### config.mk
export PLATFORM = sky130hd
export DESIGN_NAME = pll_reconf_seq
export DESIGN_NICKNAME = d
export VERILOG_FILES = /design/src/rtl/pll_reconf_pkg.sv /design/src/rtl/pll_lock_mon.sv /design/src/rtl/pll_reconf_seq.sv
export SDC_FILE = /design/constraint.sdc
export NUM_CORES = 1
export LEC_CHECK = 0
export CAP_MARGIN = 20
export CORE_ASPECT_RATIO = 1.25
export CORE_UTILIZATION = 30
export DETAILED_ROUTE_END_ITERATION = 10
export PLACE_DENSITY = 0.52
export SLEW_MARGIN = 25
export SYNTH_ARGS = -nofsm -noshare
export SYNTH_HDL_FRONTEND = slang
export SYNTH_SLANG_ARGS = --single-unit
### constraint.sdc
create_clock -name CLK -period 6.73 [get_ports CLK]
set_input_delay 1.6825 -clock CLK [delete_from_list [all_inputs] [get_ports CLK]]
set_output_delay 1.6825 -clock CLK [all_outputs]
set_load 0.005 [all_outputs]
### src/rtl/pll_reconf_pkg.sv
// pll_reconf_pkg: state encoding and default constants
// shared by the PLL reconfiguration sequencer files.
package pll_reconf_pkg;

  typedef enum logic [2:0] {
    S_IDLE      = 3'd0,
    S_ROM_RD    = 3'd1,
    S_WR        = 3'd2,
    S_TRIG      = 3'd3,
    S_BUSY_WAIT = 3'd4,
    S_LOCK_WAIT = 3'd5,
    S_ERR       = 3'd6
  } seq_state_t;

  localparam int DEF_LOCK_STB = 1024;
  localparam int DEF_LOCK_TO  = 1048575;
  localparam int DEF_BUSY_TO  = 65535;

  function automatic int cnt_w(input int n);
    return (n < 2) ? 1 : $clog2(n + 1);
  endfunction

endpackage

### src/rtl/pll_lock_mon.sv
// pll_lock_mon: lock synchroniser, stable-lock counter,
// lock-wait timeout counter and lock-loss edge detect.
module pll_lock_mon
  import pll_reconf_pkg::*;
#(
  parameter int LOCK_STB = DEF_LOCK_STB,
  parameter int LOCK_TO  = DEF_LOCK_TO
) (
  input  logic CLK,
  input  logic RSTX,
  input  logic PLL_LOCKED,
  input  logic EN,
  output logic LOCK_OK,
  output logic LOCK_TMO,
  output logic LOST
);

  localparam int SW = cnt_w(LOCK_STB);
  localparam int TW = cnt_w(LOCK_TO);
  localparam logic [SW-1:0] STB_MAX = SW'(LOCK_STB);
  localparam logic [TW-1:0] TO_MAX = TW'(LOCK_TO);

  logic          lk_s1, lk_s2, lk_d;
  logic [SW-1:0] stb_cnt;
  logic [TW-1:0] tmo_cnt;

  // two-flop sync of the async lock plus a delayed copy for edge detect
  always_ff @(posedge CLK or negedge RSTX) begin
    if (!RSTX) begin
      lk_s1 <= 1'b0;
      lk_s2 <= 1'b0;
      lk_d  <= 1'b0;
    end else begin
      lk_s1 <= PLL_LOCKED;
      lk_s2 <= lk_s1;
      lk_d  <= lk_s2;
    end
  end

  // counters run only while enabled; stable count restarts on any lock drop
  always_ff @(posedge CLK or negedge RSTX) begin
    if (!RSTX) begin
      stb_cnt <= '0;
      tmo_cnt <= '0;
    end else begin
      if (!EN || !lk_s2)
        stb_cnt <= '0;
      else if (stb_cnt != STB_MAX)
        stb_cnt <= stb_cnt + 1'b1;
      if (!EN)
        tmo_cnt <= '0;
      else if (tmo_cnt != TO_MAX)
        tmo_cnt <= tmo_cnt + 1'b1;
    end
  end

  assign LOCK_OK  = (stb_cnt == STB_MAX);
  assign LOCK_TMO = (tmo_cnt == TO_MAX);
  assign LOST     = lk_d & ~lk_s2;

endmodule

### src/rtl/pll_reconf_seq.sv
// pll_reconf_seq: loads a ROM profile into the PLL reconfig block,
// triggers it and waits for stable lock. Macro: PLL_RECONF_RETRY_EN.
module pll_reconf_seq
  import pll_reconf_pkg::*;
#(
  parameter int WIDX_W   = 4,
  parameter int DW       = 9,
  parameter int ROM_LAT  = 2,
  parameter int LOCK_STB = DEF_LOCK_STB,
  parameter int LOCK_TO  = DEF_LOCK_TO,
  parameter int BUSY_TO  = DEF_BUSY_TO
) (
  input  logic              CLK,
  input  logic              RSTX,
  input  logic              PLL_CHG,
  input  logic [7:0]        PLL_ADDR,
  output logic [8+WIDX_W-1:0] ROM_ADDR,
  input  logic [DW-1:0]     ROM_Q,
  output logic              RC_WE,
  output logic [WIDX_W-1:0] RC_WIDX,
  output logic [DW-1:0]     RC_WDATA,
  output logic              RC_RECONFIG,
  input  logic              RC_BUSY,
  input  logic              PLL_LOCKED,
  output logic              PLL_RSTX,
  output logic              BUSY,
  output logic              ERR,
  output logic [7:0]        CUR_PROF
);

  localparam int LW = cnt_w(ROM_LAT);
  localparam int BW = cnt_w(BUSY_TO);
  localparam logic [LW-1:0] LLAST = LW'(ROM_LAT - 1);
  localparam logic [BW-1:0] BMAX = BW'(BUSY_TO);

  seq_state_t        state_q, state_d;
  logic [WIDX_W-1:0] widx_q, widx_d;
  logic [LW-1:0]     lat_q, lat_d;
  logic [BW-1:0]     bcnt_q, bcnt_d;
  logic [7:0]        prof_q, prof_d;
  logic [7:0]        paddr_q, paddr_d;
  logic              pend_q, pend_d;
  logic              rstx_q, rstx_d;
  logic              err_q, err_d;
`ifdef PLL_RECONF_RETRY_EN
  logic [1:0]        retry_q, retry_d;
`endif
  logic              idle_like, start, tmo;
  logic [7:0]        start_addr;
  logic              lock_en, lock_ok, lock_tmo, lost;

  assign lock_en = (state_q == S_LOCK_WAIT);

  pll_lock_mon #(
    .LOCK_STB(LOCK_STB),
    .LOCK_TO (LOCK_TO)
  ) u_lock (
    .CLK       (CLK),
    .RSTX      (RSTX),
    .PLL_LOCKED(PLL_LOCKED),
    .EN        (lock_en),
    .LOCK_OK   (lock_ok),
    .LOCK_TMO  (lock_tmo),
    .LOST      (lost)
  );

  // next-state: sequence steps, request capture, start and timeout handling
  always_comb begin
    state_d = state_q;
    widx_d  = widx_q;
    lat_d   = lat_q;
    bcnt_d  = bcnt_q;
    prof_d  = prof_q;
    paddr_d = paddr_q;
    pend_d  = pend_q;
    rstx_d  = rstx_q;
    err_d   = err_q;
`ifdef PLL_RECONF_RETRY_EN
    retry_d = retry_q;
`endif
    idle_like  = (state_q == S_IDLE) || (state_q == S_ERR);
    start      = idle_like && (PLL_CHG || pend_q);
    start_addr = PLL_CHG ? PLL_ADDR : paddr_q;
    tmo        = 1'b0;
    if (PLL_CHG && !idle_like) begin
      pend_d  = 1'b1;
      paddr_d = PLL_ADDR;
    end
    unique case (state_q)
      S_IDLE: begin
        if (lost) begin
          rstx_d  = 1'b0;
          state_d = S_LOCK_WAIT;
        end
      end
      S_ROM_RD: begin
        if (lat_q == LLAST)
          state_d = S_WR;
        else
          lat_d = lat_q + 1'b1;
      end
      S_WR: begin
        if (widx_q == '1) begin
          rstx_d  = 1'b0;
          bcnt_d  = '0;
          state_d = S_TRIG;
        end else begin
          widx_d  = widx_q + 1'b1;
          lat_d   = '0;
          state_d = S_ROM_RD;
        end
      end
      S_TRIG: begin
        bcnt_d  = bcnt_q + 1'b1;
        state_d = S_BUSY_WAIT;
      end
      S_BUSY_WAIT: begin
        bcnt_d = bcnt_q + 1'b1;
        if (!RC_BUSY && bcnt_q > BW'(1))
          state_d = S_LOCK_WAIT;
        else if (bcnt_q == BMAX)
          tmo = 1'b1;
      end
      S_LOCK_WAIT: begin
        if (lock_ok) begin
          rstx_d  = 1'b1;
          err_d   = 1'b0;
          state_d = S_IDLE;
        end else if (lock_tmo) begin
          tmo = 1'b1;
        end
      end
      S_ERR: begin
        state_d = S_ERR;
      end
      default: state_d = S_IDLE;
    endcase
    if (start) begin
      state_d = S_ROM_RD;
      widx_d  = '0;
      lat_d   = '0;
      prof_d  = start_addr;
      pend_d  = 1'b0;
`ifdef PLL_RECONF_RETRY_EN
      retry_d = '0;
`endif
    end
    if (tmo) begin
`ifdef PLL_RECONF_RETRY_EN
      if (retry_q < 2'd2) begin
        retry_d = retry_q + 1'b1;
        widx_d  = '0;
        lat_d   = '0;
        state_d = S_ROM_RD;
      end else begin
        err_d   = 1'b1;
        state_d = S_ERR;
      end
`else
      err_d   = 1'b1;
      state_d = S_ERR;
`endif
    end
  end

  // sequencer registers; reset starts with the initial lock wait
  always_ff @(posedge CLK or negedge RSTX) begin
    if (!RSTX) begin
      state_q <= S_LOCK_WAIT;
      widx_q  <= '0;
      lat_q   <= '0;
      bcnt_q  <= '0;
      prof_q  <= '0;
      paddr_q <= '0;
      pend_q  <= 1'b0;
      rstx_q  <= 1'b0;
      err_q   <= 1'b0;
`ifdef PLL_RECONF_RETRY_EN
      retry_q <= '0;
`endif
    end else begin
      state_q <= state_d;
      widx_q  <= widx_d;
      lat_q   <= lat_d;
      bcnt_q  <= bcnt_d;
      prof_q  <= prof_d;
      paddr_q <= paddr_d;
      pend_q  <= pend_d;
      rstx_q  <= rstx_d;
      err_q   <= err_d;
`ifdef PLL_RECONF_RETRY_EN
      retry_q <= retry_d;
`endif
    end
  end

  assign ROM_ADDR    = {prof_q, widx_q};
  assign RC_WE       = (state_q == S_WR);
  assign RC_WIDX     = widx_q;
  assign RC_WDATA    = RC_WE ? ROM_Q : '0;
  assign RC_RECONFIG = (state_q == S_TRIG);
  assign PLL_RSTX    = rstx_q;
  assign BUSY        = (state_q != S_IDLE);
  assign ERR         = err_q;
  assign CUR_PROF    = prof_q;

endmodule

### Word level (Yosys, flattened, before mapping)

Cells that the tools add are included.

* $add $sub $neg: 5
* $mul: 0
* div/mod/pow operators: 0
* magnitude comparators: 1
* eq/ne operators: 24
* shift-type cells: 0
* multiplexer cells: 37
* bitwise logic cells: 2
* reduce and logical (&&, ||, !) cells: 27

Operators by type and width (count)
* $mux W20: 2
* $pmux W16 S2: 1
* $mux W11: 2
* $pmux W3 S7: 1
* $add A20 B1 Y20 const B: 1
* $eq A20 B20 Y1 const B: 1
* $ne A20 B20 Y1 const B: 1
* $mux W3: 6
* $add A16 B1 Y16 const B: 1
* $eq A16 B16 Y1 const B: 1
* $gt A16 B1 Y1 const B: 1
* $mux W16: 1
* $ne A4 B4 Y1 const B: 4
* $mux W1: 12
* $mux W4: 3
* $reduce_bool A2 Y1: 6
* $add A11 B1 Y11 const B: 1
* $eq A11 B11 Y1 const B: 1
* $ne A11 B11 Y1 const B: 1
* $eq A3 B3 Y1 const B: 3
* $mux W9: 1
* $reduce_bool A3 Y1: 3
* $mux W2: 4
* $mux W8: 1
* 22 further kinds: 37

* bits in registers: 78
* bits in latches: 0
* bits in writable memories: 0
* bits in read-only memories: 0
* input bits: 22
* output and inout port bits: 38
* word-level logic and storage cells: 110
* memories: 0

### Depth between registers and ports, before layout

* depth in word-level cells: 6
* gate-level depth with buffers: 8
* mapped depth without buffers: 8

### By module

A second synthesis with hierarchy kept.

* cells, all modules: 446
* area total of the unflattened synthesis: 4256.6 um^2

By module, submodules not included
* pll_reconf_seq: times used 1, cells an instance 248, area an instance 2407.3 um^2, seq. area each 1103.6 um^2
* pll_lock_mon: times used 1, cells an instance 198, area an instance 1849.3 um^2, seq. area each 850.8 um^2

### Worst setup path before layout

No wires, ideal clock.

* kind: in2out
* start: in ROM_Q[0]
* end: out RC_WDATA[0]
* arrival time: 1.807 ns
* data required time: 5.047 ns
* slack: 3.240 ns
* stages: 1
* buffers on the path: 0
* cells stage by stage: and2_1

* word-level cells in the longest chain between the ends: 1

Ends and longest elaborated chain
* start, declared: line pll_reconf_seq.sv:18 `input logic [DW-1:0] ROM_Q,`
* $mux W9: line pll_reconf_seq.sv:200 `assign RC_WDATA = RC_WE ? ROM_Q : '0;`
* end, declared: line pll_reconf_seq.sv:21 `output logic [DW-1:0] RC_WDATA,`

No other way between the ends.

### Worst setup path after layout

* start: in ROM_Q[6]
* end: out RC_WDATA[6]

The elaborated chain is that of the path after synthesis.

==> impl_metrics.csv <==
group,metric,value,unit
synthesis,synthSimpleGateAreaFrac,23.9,%
global_route,grt_pass1_vias,2982,
sta,hold_viol,0,
synthesis,synth_edf_count,0,
drt,wl_per_cell,12.7,µm
clock_tree,cts_hold_buf,0,
synthesis,synth_top_area_share,48.3,%
synthesis,synthMuxAreaShare,4.58,%
power_and_ir_drop,intPower,0.00115,W
clock_tree,htreeDepth,3,
power_and_ir_drop,power.share.combinational,25.0,%
clock_tree,root_buffer,"clkbuf_16",
critical_path,cp_max_fo,1,
clock_tree,path_clk_slew,60,ps
synthesis,netlist_instances,409,
die,row_count,46,
cells_and_area,fill_cells,1262,
sta,clock_skew,3.70,ps
synthesis,synthTopCellsByArea,"dfrtp_1 (48%), nor2_1 (6.1%), xor2_1 (5.3%), a21oi_1 (2.9%), xnor2_1 (2.9%)",
drt,viasPerCell,4.69,
power_and_ir_drop,peakVddDrop,0.171,mV
drt,drc,0,
synthesis,synth.distinct_cells,43,
synthesis,seq_area_frac_synth,49.7,%
cells_and_area,insertedDiodeCount,0,
critical_path,crit_arrival,2760,ps
place,dp_hpwl,5450,µm
die,die_w,104,µm
synthesis,synth_warnings,0,
drt,first_pass_iters,4,
synthesis,synth_top_family_by_area,"simple AND/OR/NAND/NOR gates",
synthesis,synth_most_common_cell,"dfrtp_1",
die,core_area,0.0127,mm²
global_route,grt.total_usage,12.8,%
place,gp_congestion,0.722,
synthesis,synthAdderAreaFrac,2.54,%
sta,setup_tns,0,ps
die,start_util,30.9,%
clock_tree,cts_setup_buffers,0,
synthesis,synth_seq_cells,78,
power_and_ir_drop,clkPwrFrac,34.6,%
drt,wl,7930,µm
cells_and_area,drive_gt1_share,6.55,%
power_and_ir_drop,p_per_area,322,mW/mm²
synthesis,async_reset_ff_share,100,%
sta,drv_slew,0,
clock_tree,cts_inserted_buffers,9,
global_route,globalRouteOverflowTotal,0,
global_route,grt_start_max_net_pins,79,
drt,ant_nets,0,
job,max_cap_violations,0,
die,die-area,0.0136,mm²
synthesis,synth_common_cells,"dfrtp_1 (76), nor2_1 (64), nand2_1 (27)",
global_route,grt_first_pass_wirelength,14000,µm
sta,final.min_clock_period,4440,ps
cells_and_area,final_area,0.00494,mm²
clock_tree,clk_latency,330,ps
critical_path,cp_data_required_time,5050,ps
sta,setup_viol,0,
clock_tree,cts_resized,0,
power_and_ir_drop,total_leakage_power,2.06,nW
place,dpl_cell_area,0.00460,mm²
place,portBuffers,59,
power_and_ir_drop,swShare,27.9,%
synthesis,synth_flop_cell,"dfrtp_1",
run_status,status,"complete, no violations",
synthesis,syn_avg_cell_area,9.62,µm²
die,die_h,130,µm
clock_tree,cts_buffer_depth,2,
cells_and_area,syn_to_final_growth,25.6,%
sta,rsz0062_at_grt,"false",
power_and_ir_drop,pwr-share-seq,40.5,%
drt,dr_total_vias,2935,
drt,drt_iter0_drc,108,
clock_tree,cts_sinks,78,
critical_path,ff2ff_setup_slack,4300,ps
critical_path,critPathCaptureType,"output port",
synthesis,synth_xor_area_share,8.23,%
critical_path,worst-setup-path-type,"in -> out",
sta,worst_pin_slew,726,ps
synthesis,synth_compound_area_share,6.77,%
power_and_ir_drop,p_switching,0.000444,W
cells_and_area,nNetsFinal,484,
critical_path,worstSetupStartpointType,"input port",
clock_tree,cts_tree,"done",
synthesis,syn_area,0.00394,mm²
global_route,antenna_found_initial,0,
sta,relSlewSlack,51.5,%
die,io_pins,60,
synthesis,yosysTopAreaCell,"dfrtp_1",
sta,min_period_over_period,65.9,%
cells_and_area,seqCellArea,0.00195,mm²
cells_and_area,multi_input_area,0.00181,mm²
sta,fmax,0.225,GHz
synthesis,syn_nets,439,
worst_hold_path,holdCritPathClass,"reg -> reg",
==> per-stage QoR <==
stage / utilization, % / worst slack [ps] / instances / hold WS [ps] / total power [W]
floorplan: - / 3240 / 409 / 331 / 0.000888
global placement: 36.2 / 2310 / 611 / 340 / 0.00105
detailed placement: 36.2 / 2280 / 611 / 340 / 0.00106
CTS: 38.8 / 2280 / 626 / 355 / 0.00162
global route: 38.9 / 2250 / 626 / 366 / 0.00170
finish: 38.9 / 2290 / 626 / 352 / 0.00159
==> path summary, 6_finish.rpt <==
kind,to,startpoint,cells past startpoint
setup / recovery,RC_WDATA[6],ROM_Q[6],3
hold / removal,u_lock.lk_s2$_DFF_PN0_,u_lock.lk_s1$_DFF_PN0_,0
setup reg to reg,u_lock.tmo_cnt[2]$_DFFE_PN0P_,u_lock.tmo_cnt[0]$_DFFE_PN0P_,7
hold reg to reg,u_lock.lk_s2$_DFF_PN0_,u_lock.lk_s1$_DFF_PN0_,0
max in group asynchronous,u_lock.tmo_cnt[3]$_DFFE_PN0P_,RSTX,1
min in group asynchronous,u_lock.stb_cnt[9]$_DFFE_PN0P_,RSTX,1
==> power groups by stage <==
stage	combinational, W	clock (W)	sequential [W]
after CTS	0.000406	0.000567	0.000647
after global routing	0.000453	0.000584	0.000660
final	0.000397	0.000549	0.000644
after floorplan	0.000266	0	0.000622
after detailed placement	0.000403	0	0.000653
after global placement	0.000399	0	0.000649
==> kinds of logic (layout without fill, tap and decap cells) <==
logic type,Yosys count,in the layout
flip-flops,78,78
AO/OA/AOI/OAI,48,48
multiplexers,17,17
AND/OR/NAND/NOR,188,188
adder cells (fa/ha/maj),8,8
buffers and inverters,33,82
XOR/XNOR,37,37
==> routing by layer <==
layer	global-route usage, %	part of all wire (%)	up-vias	wire length [µm]
li1	-	-	1487	-
met3	3.15	3.1	9	246
met2	22.2	49	36	3880
met1	15.4	47	1403	3690
met4	4.87	1.5	0	116
met5	0	0	-	0
==> sequential cells by signal, indices dropped and copies added (netlist names), 2 cells and up <==
| name | flops |
|---|---|
| u_lock.tmo_cnt | 20 |
| CUR_PROF | 8 |
| bcnt_q | 16 |
| u_lock.stb_cnt | 11 |
| state_q | 3 |
| lat_q | 2 |
| paddr_q | 8 |
| RC_WIDX | 4 |
==> layout make-up <==
cell class / count / share of cell area, %
Clock buffer: 11 / 4.91
Sequential cell: 78 / 39.5
Timing Repair Buffer: 61 / 12.3
Multi-Input combinational cell: 298 / 36.6
Clock inverter: 4 / 1.92
Inverter: 6 / 0.456
Tap cell: 168 / 4.25
==> worst max-delay path, stage by stage <==
cell and delay (ps):
clkdlybuf4s50_1 460, and2_1 120, clkdlybuf4s50_1 500
==> cells in the final DEF, fill, tap and decap left out, drive strengths merged, types with 5 or more instances in the layout <==
master         Yosys  final
mux2               8      8
or3                8      8
ha                 8      8
nor2              64     64
nor4               7      7
xor2              24     24
nand2             27     27
clkdlybuf4s50      0     58
xnor2             13     13
nand4              9      9
and3              12     12
nand3             21     21
inv                6      6
clkbuf            14     11
nor3               8      8
nor2b              5      5
o21ai             15     15
a21oi             23     23
dfrtp             76     76
and2              11     11
mux2i              9      9
Power figures use the tool's default switching activity.
